$ cat config.mk
export PLATFORM = sky130hd
export DESIGN_NAME = bf16_logit_collector
export DESIGN_NICKNAME = d
export VERILOG_FILES = /design/src/rtl/npu_bf16_pkg.sv /design/src/rtl/bf16_greater.sv /design/src/rtl/bf16_logit_collector.sv
export SDC_FILE = /design/constraint.sdc
export NUM_CORES = 1
export LEC_CHECK = 0
export BUFFER_PORTS_ARGS = -buffer_cell sky130_fd_sc_hd__buf_2
export CAP_MARGIN = 25
export CORE_MARGIN = 5
export CORE_UTILIZATION = 45
export CTS_BUF_LIST = sky130_fd_sc_hd__clkbuf_4 sky130_fd_sc_hd__clkbuf_8 sky130_fd_sc_hd__clkbuf_16
export DETAILED_ROUTE_END_ITERATION = 10
export PLACE_DENSITY_LB_ADDON = 0.1
export SYNTH_ARGS = -nofsm -noshare
export SYNTH_HDL_FRONTEND = slang
export SYNTH_HIERARCHICAL = 1
export SYNTH_SLANG_ARGS = --single-unit
$ cat constraint.sdc
create_clock -name clk -period 3.56 [get_ports clk]
set_input_delay 0.89 -clock clk [delete_from_list [all_inputs] [get_ports clk]]
set_output_delay 0.89 -clock clk [all_outputs]
set_load 0.01 [all_outputs]
$ cat src/rtl/npu_bf16_pkg.sv
// Shared bfloat16 definitions for the NPU output path: widths, the -inf constant,
// the sign-magnitude ordering function and the collector FSM state type.
package npu_bf16_pkg;

    localparam int unsigned BF16_W = 16;
    localparam logic [BF16_W-1:0] BF16_NEG_INF = 16'hFF80;

    typedef enum logic [0:0] {
        FILL,
        HOLD
    } coll_state_e;

    // a > b under bf16 sign-magnitude ordering. +0 and -0 compare equal; NaN gets no
    // special treatment and falls out of the same bit rule.
    function automatic logic bf16_gt(input logic [BF16_W-1:0] a, input logic [BF16_W-1:0] b);
        logic a_zero;
        logic b_zero;
        logic gt;
        a_zero = (a[BF16_W-2:0] == '0);
        b_zero = (b[BF16_W-2:0] == '0);
        gt     = 1'b0;
        if (a_zero && b_zero) begin
            gt = 1'b0;
        end else if (!a[BF16_W-1] && b[BF16_W-1]) begin
            gt = 1'b1;
        end else if (a[BF16_W-1] && !b[BF16_W-1]) begin
            gt = 1'b0;
        end else if (!a[BF16_W-1]) begin
            gt = (a[BF16_W-2:0] > b[BF16_W-2:0]);
        end else begin
            gt = (a[BF16_W-2:0] < b[BF16_W-2:0]);
        end
        return gt;
    endfunction

endpackage

$ cat src/rtl/bf16_greater.sv
// Combinational bf16 comparator: gt_o = (a_i > b_i) in sign-magnitude order.
module bf16_greater
    import npu_bf16_pkg::*;
(
    input  logic [BF16_W-1:0] a_i,
    input  logic [BF16_W-1:0] b_i,
    output logic              gt_o
);

    // Pure wrapper so the comparator shows up as its own instance in the hierarchy.
    always_comb begin
        gt_o = bf16_gt(a_i, b_i);
    end

endmodule

$ cat src/rtl/bf16_logit_collector.sv
// Serial-to-parallel collector for a frame of bf16 logits feeding the 10-input max-find.
// Optional feature: define LOGIT_ARGMAX_EN to track a running argmax/max as beats arrive;
// without it out_argmax and out_max are tied to zero and no comparator is built.
module bf16_logit_collector
    import npu_bf16_pkg::*;
#(
    parameter int unsigned NUM_LOGITS = 10,
    parameter int unsigned DATA_W     = 16,
    parameter int unsigned IDX_W      = 4
) (
    input  logic                         clk,
    input  logic                         reset,
    input  logic                         in_valid,
    output logic                         in_ready,
    input  logic [DATA_W-1:0]            in_data,
    input  logic                         in_last,
    output logic                         out_valid,
    input  logic                         out_ready,
    output logic [NUM_LOGITS*DATA_W-1:0] out_logits,
    output logic                         out_err,
    output logic [IDX_W-1:0]             out_argmax,
    output logic [DATA_W-1:0]            out_max
);

    localparam logic [DATA_W-1:0] NegInf  = DATA_W'(BF16_NEG_INF);
    localparam logic [IDX_W-1:0]  LastIdx = IDX_W'(NUM_LOGITS - 1);

    coll_state_e       state_q, state_d;
    logic [IDX_W-1:0]  wr_idx_q, wr_idx_d;
    logic              err_q, err_d;
    logic [DATA_W-1:0] slot_q [NUM_LOGITS];
    logic [DATA_W-1:0] slot_d [NUM_LOGITS];

    logic accept;
    logic last_slot;
    logic frame_close;
    logic frame_release;

    assign in_ready      = (state_q == FILL);
    assign out_valid     = (state_q == HOLD);
    assign out_err       = err_q;
    assign accept        = in_valid && in_ready;
    assign last_slot     = (wr_idx_q == LastIdx);
    assign frame_close   = accept && (in_last || last_slot);
    assign frame_release = out_valid && out_ready;

    // FSM next state, write pointer and length-error flag.
    always_comb begin
        state_d  = state_q;
        wr_idx_d = wr_idx_q;
        err_d    = err_q;
        unique case (state_q)
            FILL: begin
                if (accept) begin
                    wr_idx_d = wr_idx_q + IDX_W'(1);
                    if (frame_close) begin
                        state_d = HOLD;
                        // Error unless in_last coincides exactly with the final slot.
                        err_d   = in_last ^ last_slot;
                    end
                end
            end
            HOLD: begin
                if (out_ready) begin
                    state_d  = FILL;
                    wr_idx_d = '0;
                    err_d    = 1'b0;
                end
            end
        endcase
    end

    // Slot bank: decoded write of the accepted beat, wholesale clear to -inf on release.
    always_comb begin
        for (int k = 0; k < NUM_LOGITS; k++) begin
            slot_d[k] = slot_q[k];
            if (frame_release) begin
                slot_d[k] = NegInf;
            end else if (accept && (wr_idx_q == IDX_W'(k))) begin
                slot_d[k] = in_data;
            end
        end
    end

    // State, pointer, error and slot registers with synchronous reset.
    always_ff @(posedge clk) begin
        if (reset) begin
            state_q  <= FILL;
            wr_idx_q <= '0;
            err_q    <= 1'b0;
            for (int k = 0; k < NUM_LOGITS; k++) begin
                slot_q[k] <= NegInf;
            end
        end else begin
            state_q  <= state_d;
            wr_idx_q <= wr_idx_d;
            err_q    <= err_d;
            for (int k = 0; k < NUM_LOGITS; k++) begin
                slot_q[k] <= slot_d[k];
            end
        end
    end

    // Flatten the bank onto the output bus, slot k at [DATA_W*k +: DATA_W].
    always_comb begin
        out_logits = '0;
        for (int k = 0; k < NUM_LOGITS; k++) begin
            out_logits[DATA_W*k +: DATA_W] = slot_q[k];
        end
    end

`ifdef LOGIT_ARGMAX_EN
    logic [DATA_W-1:0] run_max_q, run_max_d;
    logic [IDX_W-1:0]  run_idx_q, run_idx_d;
    logic              beat_gt;

    bf16_greater u_beat_gt (
        .a_i  (in_data),
        .b_i  (run_max_q),
        .gt_o (beat_gt)
    );

    // Running max: first beat always loads; later beats only on strictly greater, so ties
    // keep the earlier index. Padding slots are never seen here.
    always_comb begin
        run_max_d = run_max_q;
        run_idx_d = run_idx_q;
        if (frame_release) begin
            run_max_d = NegInf;
            run_idx_d = '0;
        end else if (accept && (beat_gt || (wr_idx_q == '0))) begin
            run_max_d = in_data;
            run_idx_d = wr_idx_q;
        end
    end

    // Running max registers with synchronous reset.
    always_ff @(posedge clk) begin
        if (reset) begin
            run_max_q <= NegInf;
            run_idx_q <= '0;
        end else begin
            run_max_q <= run_max_d;
            run_idx_q <= run_idx_d;
        end
    end

    assign out_max    = run_max_q;
    assign out_argmax = run_idx_q;
`else
    assign out_max    = '0;
    assign out_argmax = '0;
`endif

endmodule

==> reports/results.ini, run 1 <==
[worst_setup_path]
reg2reg_setup_slack_ns = 1.59
required_time_at_the_endpoint_of_the_critical_path_ns = 2.67
worst_path_dominant_cell_family = flip-flops
endpoint_kind = output port
path_max_fanout = 7
worst_path_max_delay_cell = dfxtp_1
reg2reg_to = slot_q[2][1]$_SDFFE_PP0P_
r2r_cells = 4
r2r-start = out_valid$_SDFF_PP0_
slowest_delay_ns = 0.53
critPathKind = register to output port
cp-startpoint = out_valid$_SDFF_PP0_
cp.buffers_inverters = 2
critical_path_capture_point = in_ready
timing.critical_path.arrival_ns = 1.26
path_depth = 2
chain_of_cells_forming_the_critical_path = inv_1 -> buf_2
worst_setup_path_start_kind = register

[sta]
tightest_slew_ns = 0.751
min_period_over_period_pct = 60.4
max_freq_mhz = 465
relSlewSlack_pct = 49.8
report.final.hold_viol_count = 0
worst_clock_skew_ns = 0.00428
number_of_max_slew_violations_in_the_final_report = 0
finalCriticalPeriod_ns = 2.15
timing.setup.tns_ns = 0
grt_setup_unrepaired = no
fin_ws_ns = 1.41
fin_worst_hold_slack_ns = 0.458
finalSetupViolations = 0

[power]
switching_share_pct = 23.0
switching_power_mw = 0.933
total_design_power_mw = 4.06
combinationalPowerShare_pct = 6.4
power_density_nw_per_um2 = 512
p_leak_nw = 4.15
clockPowerShare_pct = 46.7
internal_power_mw = 3.13
power.sequential.fraction_pct = 47.0
ir_drop_mv = 0.311

[floorplan]
floorplan.initialDensity_pct = 46.0
fp.coreArea_um2 = 13900
rows = 43
fp.dieH_um = 129
ioPinCount = 204
die_wd_um = 129
die_area_um2 = 16700

[detailed_routing]
first_iter_violations = 238
drt-wirelength-per-cell_um = 17.6
post_drt_via_cell_ratio = 4.84
antenna_left = 0
number_of_vias_in_the_routed_layout = 4718
post-route-drc-count = 0
detailedRoute.firstPassIterationCount = 4
routed_wl_um = 17100

[logic_synthesis]
post_synth_inst_count = 607
yosys_warnings = 6
ys_ff_latch = 166
yosysSeqAreaShare_pct = 51.9
post_synth_instance_area_um2 = 6400
synth_cell_type_count = 33
post_synth.cell_area_avg_um2 = 10.5

[clocking]
cts.repair_timing.setup_buffer_count = 0
clock-sinks = 166
clkSlewWorstSetupHoldPaths_ns = 0.06
clock_path_buffers = 2
cts_buffers = 17
worst_skew_pair.late_latency_ns = 0.42
postCtsResizedCells = 0
tritoncts = built
cts-htree-levels = 4
cts.root.buffer_cell = clkbuf_16
postCtsHoldBufs = 0

[global_routing]
grt_pass1_wl_um = 26200
first_global_vias = 4794
grt_antenna_before_repair = 1
grt_start_max_net_pins = 59
grt.overflow.total = 0
gr-usage-all-layers_pct = 20.5

[finish]
finish.net_count = 807
multi_input_area_um2 = 2780
n_fill_cell = 1268
register_area_um2 = 3320
syn2layout_area_growth_pct = 23.8
insertedDiodeCount = 0
layoutNonFillerInstCount = 974
post_route_cells_drive_above_1_share_pct = 30.7

[placed_design]
gpl.final_weighted_congestion = 0.792
dpl.hpwl_um = 12100
placed_cells = 942
preCtsSetupSlack_ns = 0.994
numPortBuffers = 183

[job]
maxCapViolCount = 0

[outcome]
result_of_the_run = completed

[worst_hold_path]
min-delay-path-class = register to register
holdPathStages = 2

[worst reg2reg max path, stage by stage, from the launching register on]
cell	delay [ns]
dfxtp_1	0.41
nor2b_2	0.32
buf_4	0.26
and3_1	0.61
mux2i_1	0.28
[power by group through the flow]
stage	Combinational (mW)	Clock, mW	Sequential [mW]
after floorplan	0.179	0	1.96
after global placement	0.254	0	1.95
after detailed placement	0.259	0	1.95
after CTS	0.261	1.93	1.91
after global routing	0.281	2.01	1.91
final	0.259	1.89	1.91
[sequential cells by signal, summed over array words and instances, names as in the netlist]
register	count
out_valid	1
out_err	1
wr_idx_q	4
slot_q	160
[logic make-up (layout without fill, tap and decap cells)]
logic type               after synthesis  count (layout)  share of synthesized area (%)
buffers and inverters                 59             227                           6.08
adder cells (fa/ha/maj)                5               5                          0.977
other                                  1              20                         0.0586
AO/OA/AOI/OAI                         10              10                           1.07
multiplexers                         161             161                           25.2
AND/OR/NAND/NOR                      205             205                           14.8
flip-flops                           166             166                           51.9
[synthesized netlist by cell type]
cell type / count / area [µm²]
a21boi_0: 1 / 7.51
a21o_1: 1 / 7.51
a21oi_1: 3 / 15.0
a21oi_2: 1 / 8.76
a22oi_1: 1 / 7.51
a311oi_1: 1 / 8.76
and2b_1: 1 / 7.51
and3_1: 2 / 12.5
buf_1: 2 / 7.51
buf_12: 1 / 20.0
buf_2: 7 / 35.0
buf_4: 26 / 195
buf_6: 6 / 67.6
clkbuf_1: 12 / 45.0
conb_1: 1 / 3.75
dfxtp_1: 166 / 3320
ha_1: 5 / 62.6
inv_1: 5 / 18.8
mux2i_1: 161 / 1610
nand2_1: 80 / 300
nand2b_1: 3 / 18.8
nand3_1: 2 / 10.0
nand3_2: 1 / 10.0
nand3_4: 8 / 140
nor2_1: 93 / 349
nor2_2: 10 / 62.6
nor2b_1: 1 / 6.26
nor2b_2: 1 / 8.76
nor3_1: 1 / 5.00
o21ai_0: 1 / 5.00
o32ai_1: 1 / 8.76
or2b_1: 1 / 7.51
or3_1: 1 / 6.26
[cells in the final DEF (no fill, tap or decap), types with 2 or more instances in the layout]
master,n
mux2i_1,161
and3_1,2
conb_1,20
dfxtp_1,166
nand2b_1,3
buf_4,7
inv_1,5
clkinv_2,4
clkbuf_16,17
nand2_1,80
nand3_4,8
nand3_1,2
clkinvlp_4,3
a21oi_1,3
bufinv_16,3
ha_1,5
nor2_2,10
clkbuf_8,3
buf_2,183
nor2_1,93
[how the worst min path moves through the flow]
stage / from / endpoint / slack (ns)
after floorplan: slot_q[2][0]$_SDFFE_PP0P_ / slot_q[2][0]$_SDFFE_PP0P_ / 0.48
after global placement: slot_q[8][0]$_SDFFE_PP0P_ / slot_q[8][0]$_SDFFE_PP0P_ / 0.44
after detailed placement: slot_q[2][2]$_SDFFE_PP0P_ / slot_q[2][2]$_SDFFE_PP0P_ / 0.45
after CTS: slot_q[6][3]$_SDFFE_PP0P_ / slot_q[6][3]$_SDFFE_PP0P_ / 0.46
after global routing: slot_q[6][0]$_SDFFE_PP0P_ / slot_q[6][0]$_SDFFE_PP0P_ / 0.48
final: slot_q[5][4]$_SDFFE_PP0P_ / slot_q[5][4]$_SDFFE_PP0P_ / 0.46
[layout make-up]
type,instances,share of cell area (%)
sequential,166,41.9
tap,180,2.84
inverter,5,0.237
timing repair buffer,190,12.2
clock inverter,12,1.89
clock buffer,20,5.89
multi-input combinational,401,35.0
[metrics by stage]
step                area (µm²)  util, %
finish                    7930     56.9
floorplan                 6470        -
detailed placement        7310     52.5
CTS                       7930     56.9
global route              7930     56.9
global placement          7310     52.5
[routing by layer]
layer	vias up	wire length [µm]	track usage [%]	part of all wire, %
li1	2323	-	-	-
met1	2226	7320	24.8	43
met2	148	8200	34.4	48
met3	19	1370	7.05	8.0
met4	2	200	6.67	1.2
met5	-	12	0	0.070
Note: power is estimated with default switching activity, not from simulation.
==> run 2, diff against run 1 <==
Settings changed: ABC_AREA set to 1.
Clock period 3.56 ns to 2.2 ns, I/O delays scaled along.
==> run 2 against run 1 <==
  * Clock skew is 0.0060 ns higher
  * Global-route usage is 0.87 points higher
  * First-iteration DRC count increased by 99%
  * Register-to-register slack lost 1.0 ns
  * Clock-buffer cell count grew 1
  * Sequential cell count did not move
  * Cell area shrank 1.4%
  * Largest power group unchanged
==> reports/results.ini, run 2 <==
[outcome]
result_of_the_run = completed

[detailed_routing]
number_of_vias_in_the_routed_layout = 5799  ; +23%
routed_wl_um = 17600  ; +2.7%
post-route-drc-count = 0  ; unchanged
detailedRoute.firstPassIterationCount = 5  ; +1
post_drt_via_cell_ratio = 4.75  ; -1.9%
antenna_left = 0  ; unchanged
drt-wirelength-per-cell_um = 14.4  ; -18%
first_iter_violations = 474  ; +99%

[clocking]
cts_buffers = 17  ; unchanged
postCtsHoldBufs = 0  ; unchanged
clkSlewWorstSetupHoldPaths_ns = 0.06  ; about the same
cts.repair_timing.setup_buffer_count = 0  ; unchanged
tritoncts = built
cts.root.buffer_cell = clkbuf_16
postCtsResizedCells = 0  ; unchanged
cts-htree-levels = 4  ; unchanged
worst_skew_pair.late_latency_ns = 0.42  ; about the same
clock-sinks = 166  ; unchanged
clock_path_buffers = 2  ; unchanged

[sta]
finalCriticalPeriod_ns = 1.61
worst_clock_skew_ns = 0.0103  ; +0.00599 ns
grt_setup_unrepaired = no
min_period_over_period_pct = 73.3
finalSetupViolations = 0  ; unchanged
timing.setup.tns_ns = 0  ; unchanged
report.final.hold_viol_count = 0  ; unchanged
number_of_max_slew_violations_in_the_final_report = 0  ; unchanged
max_freq_mhz = 620

[worst_setup_path]
worst_path_max_delay_cell = dfxtp_1
chain_of_cells_forming_the_critical_path = ha_1 -> nand3_1 -> nor2_2 -> buf_4 -> nand2_1 -> nand2_1 -> nor2_1
slowest_delay_ns = 0.43  ; -0.10 ns
endpoint_kind = register
worst_setup_path_start_kind = register
path_max_fanout = 23  ; +16
r2r-start = wr_idx_q[0]$_SDFFE_PP0P_
cpMostUsedCell = nand2_1
cp-startpoint = wr_idx_q[0]$_SDFFE_PP0P_
timing.critical_path.arrival_ns = 1.93  ; +0.67 ns
required_time_at_the_endpoint_of_the_critical_path_ns = 2.51  ; -0.16 ns
critPathKind = register to register

[finish]
layout.cells.most_common = nand2_1
post_route_cells_drive_above_1_share_pct = 22.4  ; -8.3 points
largest_registers = slot_q: 160 flops, wr_idx_q: 4 flops
largest_register_ff_count = 160  ; unchanged
multi_input_area_um2 = 2560  ; -7.7%
insertedDiodeCount = 0  ; unchanged
finish.net_count = 1055  ; +31%
registers.top_by_ff_count = slot_q
register_area_um2 = 3320  ; unchanged
n_fill_cell = 1392  ; +9.8%
commonest_cells_after_routing_fill_and_taps_aside = 335 x nand2_1, 183 x buf_2, 166 x dfxtp_1
syn2layout_area_growth_pct = 24.8

[placed_design]
numPortBuffers = 183  ; unchanged
dpl.hpwl_um = 11900  ; -1.4%
gpl.final_weighted_congestion = 0.771  ; -2.6%

[logic_synthesis]
yosysSeqAreaShare_pct = 53.0  ; +1.1 points
post_synth.cell_area_avg_um2 = 7.27  ; -31%
leading_post_synthesis_cells_by_cell_area = dfxtp_1 53%, nand2_1 20%, nor2_1 9.2%
synth_top_area_cell = dfxtp_1
post_synth_instance_area_um2 = 6270  ; -2.1%
synth_enable_flop_cells = 0  ; unchanged
synth_top_area_share_pct = 53.0  ; +1.1 points
asyncSetResetFlopFracSynth_pct = 0  ; unchanged
yosys_warnings = 6  ; unchanged
post_synth_inst_count = 862  ; +42%
synth.most_common_cell = nand2_1
synth_cell_type_count = 19  ; -42%
ys_ff_latch = 166  ; unchanged
top_post_synthesis_cells_by_count = 335 x nand2_1, 166 x dfxtp_1, 153 x nor2_1
postSynth.topFlopCell = dfxtp_1

[floorplan]
floorplan.initialDensity_pct = 45.5  ; -0.46 points
rows = 43  ; unchanged
die_wd_um = 128  ; -1.0%
fp.coreArea_um2 = 13800  ; -1.2%
ioPinCount = 204  ; unchanged
fp.dieH_um = 128  ; -1.0%
die_area_um2 = 16400  ; -2.0%

[global_routing]
grt_antenna_before_repair = 1  ; unchanged
global_routing_met1_resource_utilization_pct = 29.0  ; +4.3 points
gr-usage-all-layers_pct = 21.4  ; +0.87 points
grt_start_max_net_pins = 104  ; +76%
first_global_vias = 5131  ; +7.0%
grt_peak_use_layer = met2
grt_pass1_wl_um = 27500  ; +4.9%
grt.overflow.total = 0  ; unchanged
grt_use_met3_pct = 6.42  ; -0.63 points
groute.layer.met2.usage_pct = 32.7  ; -1.7 points

[worst_hold_path]
min-delay-path-class = input pin to register
launch_instance_of_the_worst_min_delay_path = out_ready

[power]
p_leak_nw = 3.82  ; -7.8%
ir_drop_mv = 0.385  ; +24%
total_design_power_mw = 6.63  ; +63%
power_density_nw_per_um2 = 848  ; +66%

[job]
maxCapViolCount = 0  ; unchanged

[run 2: cell types whose count changed after synthesis, moves of 5 or more]
cell,previous run,this run
nand3_4,8,0
inv_1,5,10
buf_2,7,22
buf_6,6,0
nand2_1,80,335
nor2_1,93,153
nor2_2,10,4
mux2i_1,161,0
clkinv_1,0,7
nand3_1,2,104
[run 2: logic make-up after synthesis]
kind of cell               after synthesis  synth area share [%]
other                                    1                0.0598
and+or+nand+nor                        597                  38.0
adders and majority gates                5                 0.998
DFF                                    166                  53.0
buffers and inverters                   86                  7.29
AOI/OAI and AO/OA                        7                 0.599
[run 2: where the power goes]
group / switching, mW / internal, mW
Clock: 1.16 / 1.85
Combinational: 0.345 / 0.152
Sequential: 0.0419 / 3.08
Total: 1.55 / 5.08
[run 2: per-stage QoR]
stage,util [%],instance area [µm²],setup slack (ns),hold WS [ns],cells
finish,56.8,7820,0.587,0.333,1220
CTS,56.8,7820,0.579,0.311,1220
floorplan,-,6340,0.750,0.474,881
detailed placement,52.4,7220,0.479,0.437,1190
global route,56.8,7820,0.350,0.335,1220
global placement,52.4,7220,0.510,0.434,1190
[run 2: cell type report]
| cell class | instances | share of cell area, % |
|---|---|---|
| flip-flops and latches | 166 | 42.5 |
| clock inverters | 9 | 1.63 |
| inverters | 19 | 0.912 |
| multi-input cells | 629 | 32.8 |
| clock buffers | 21 | 5.98 |
| well taps | 180 | 2.88 |
| repair buffers | 196 | 13.3 |
[run 2: path summary, 6_finish.rpt]
| check | cells after the start | slack (ns) | to |
|---|---|---|---|
| setup / recovery | 7 | 0.59 | slot_q[5][0]$_SDFFE_PP0P_ |
| hold / removal | 2 | 0.33 | out_valid$_SDFF_PP0_ |
| setup reg to reg | 7 | 0.59 | slot_q[5][0]$_SDFFE_PP0P_ |
| hold reg to reg | 2 | 0.45 | slot_q[5][15]$_SDFFE_PP1P_ |
[run 2: layer usage]
metal	vias up	wire length (µm)
met2	196	7860
met4	2	259
li1	2958	-
met3	22	1570
met5	-	11
met1	2621	7870
[run 2: critical path, delay by kind of cell (launching register included)]
| kind | cells | cell delay [ns] |
|---|---|---|
| AND/OR/NAND/NOR | 5 | 0.51 |
| buffers and inverters | 1 | 0.27 |
| flip-flops | 1 | 0.43 |
| adder cells (fa/ha/maj) | 1 | 0.31 |
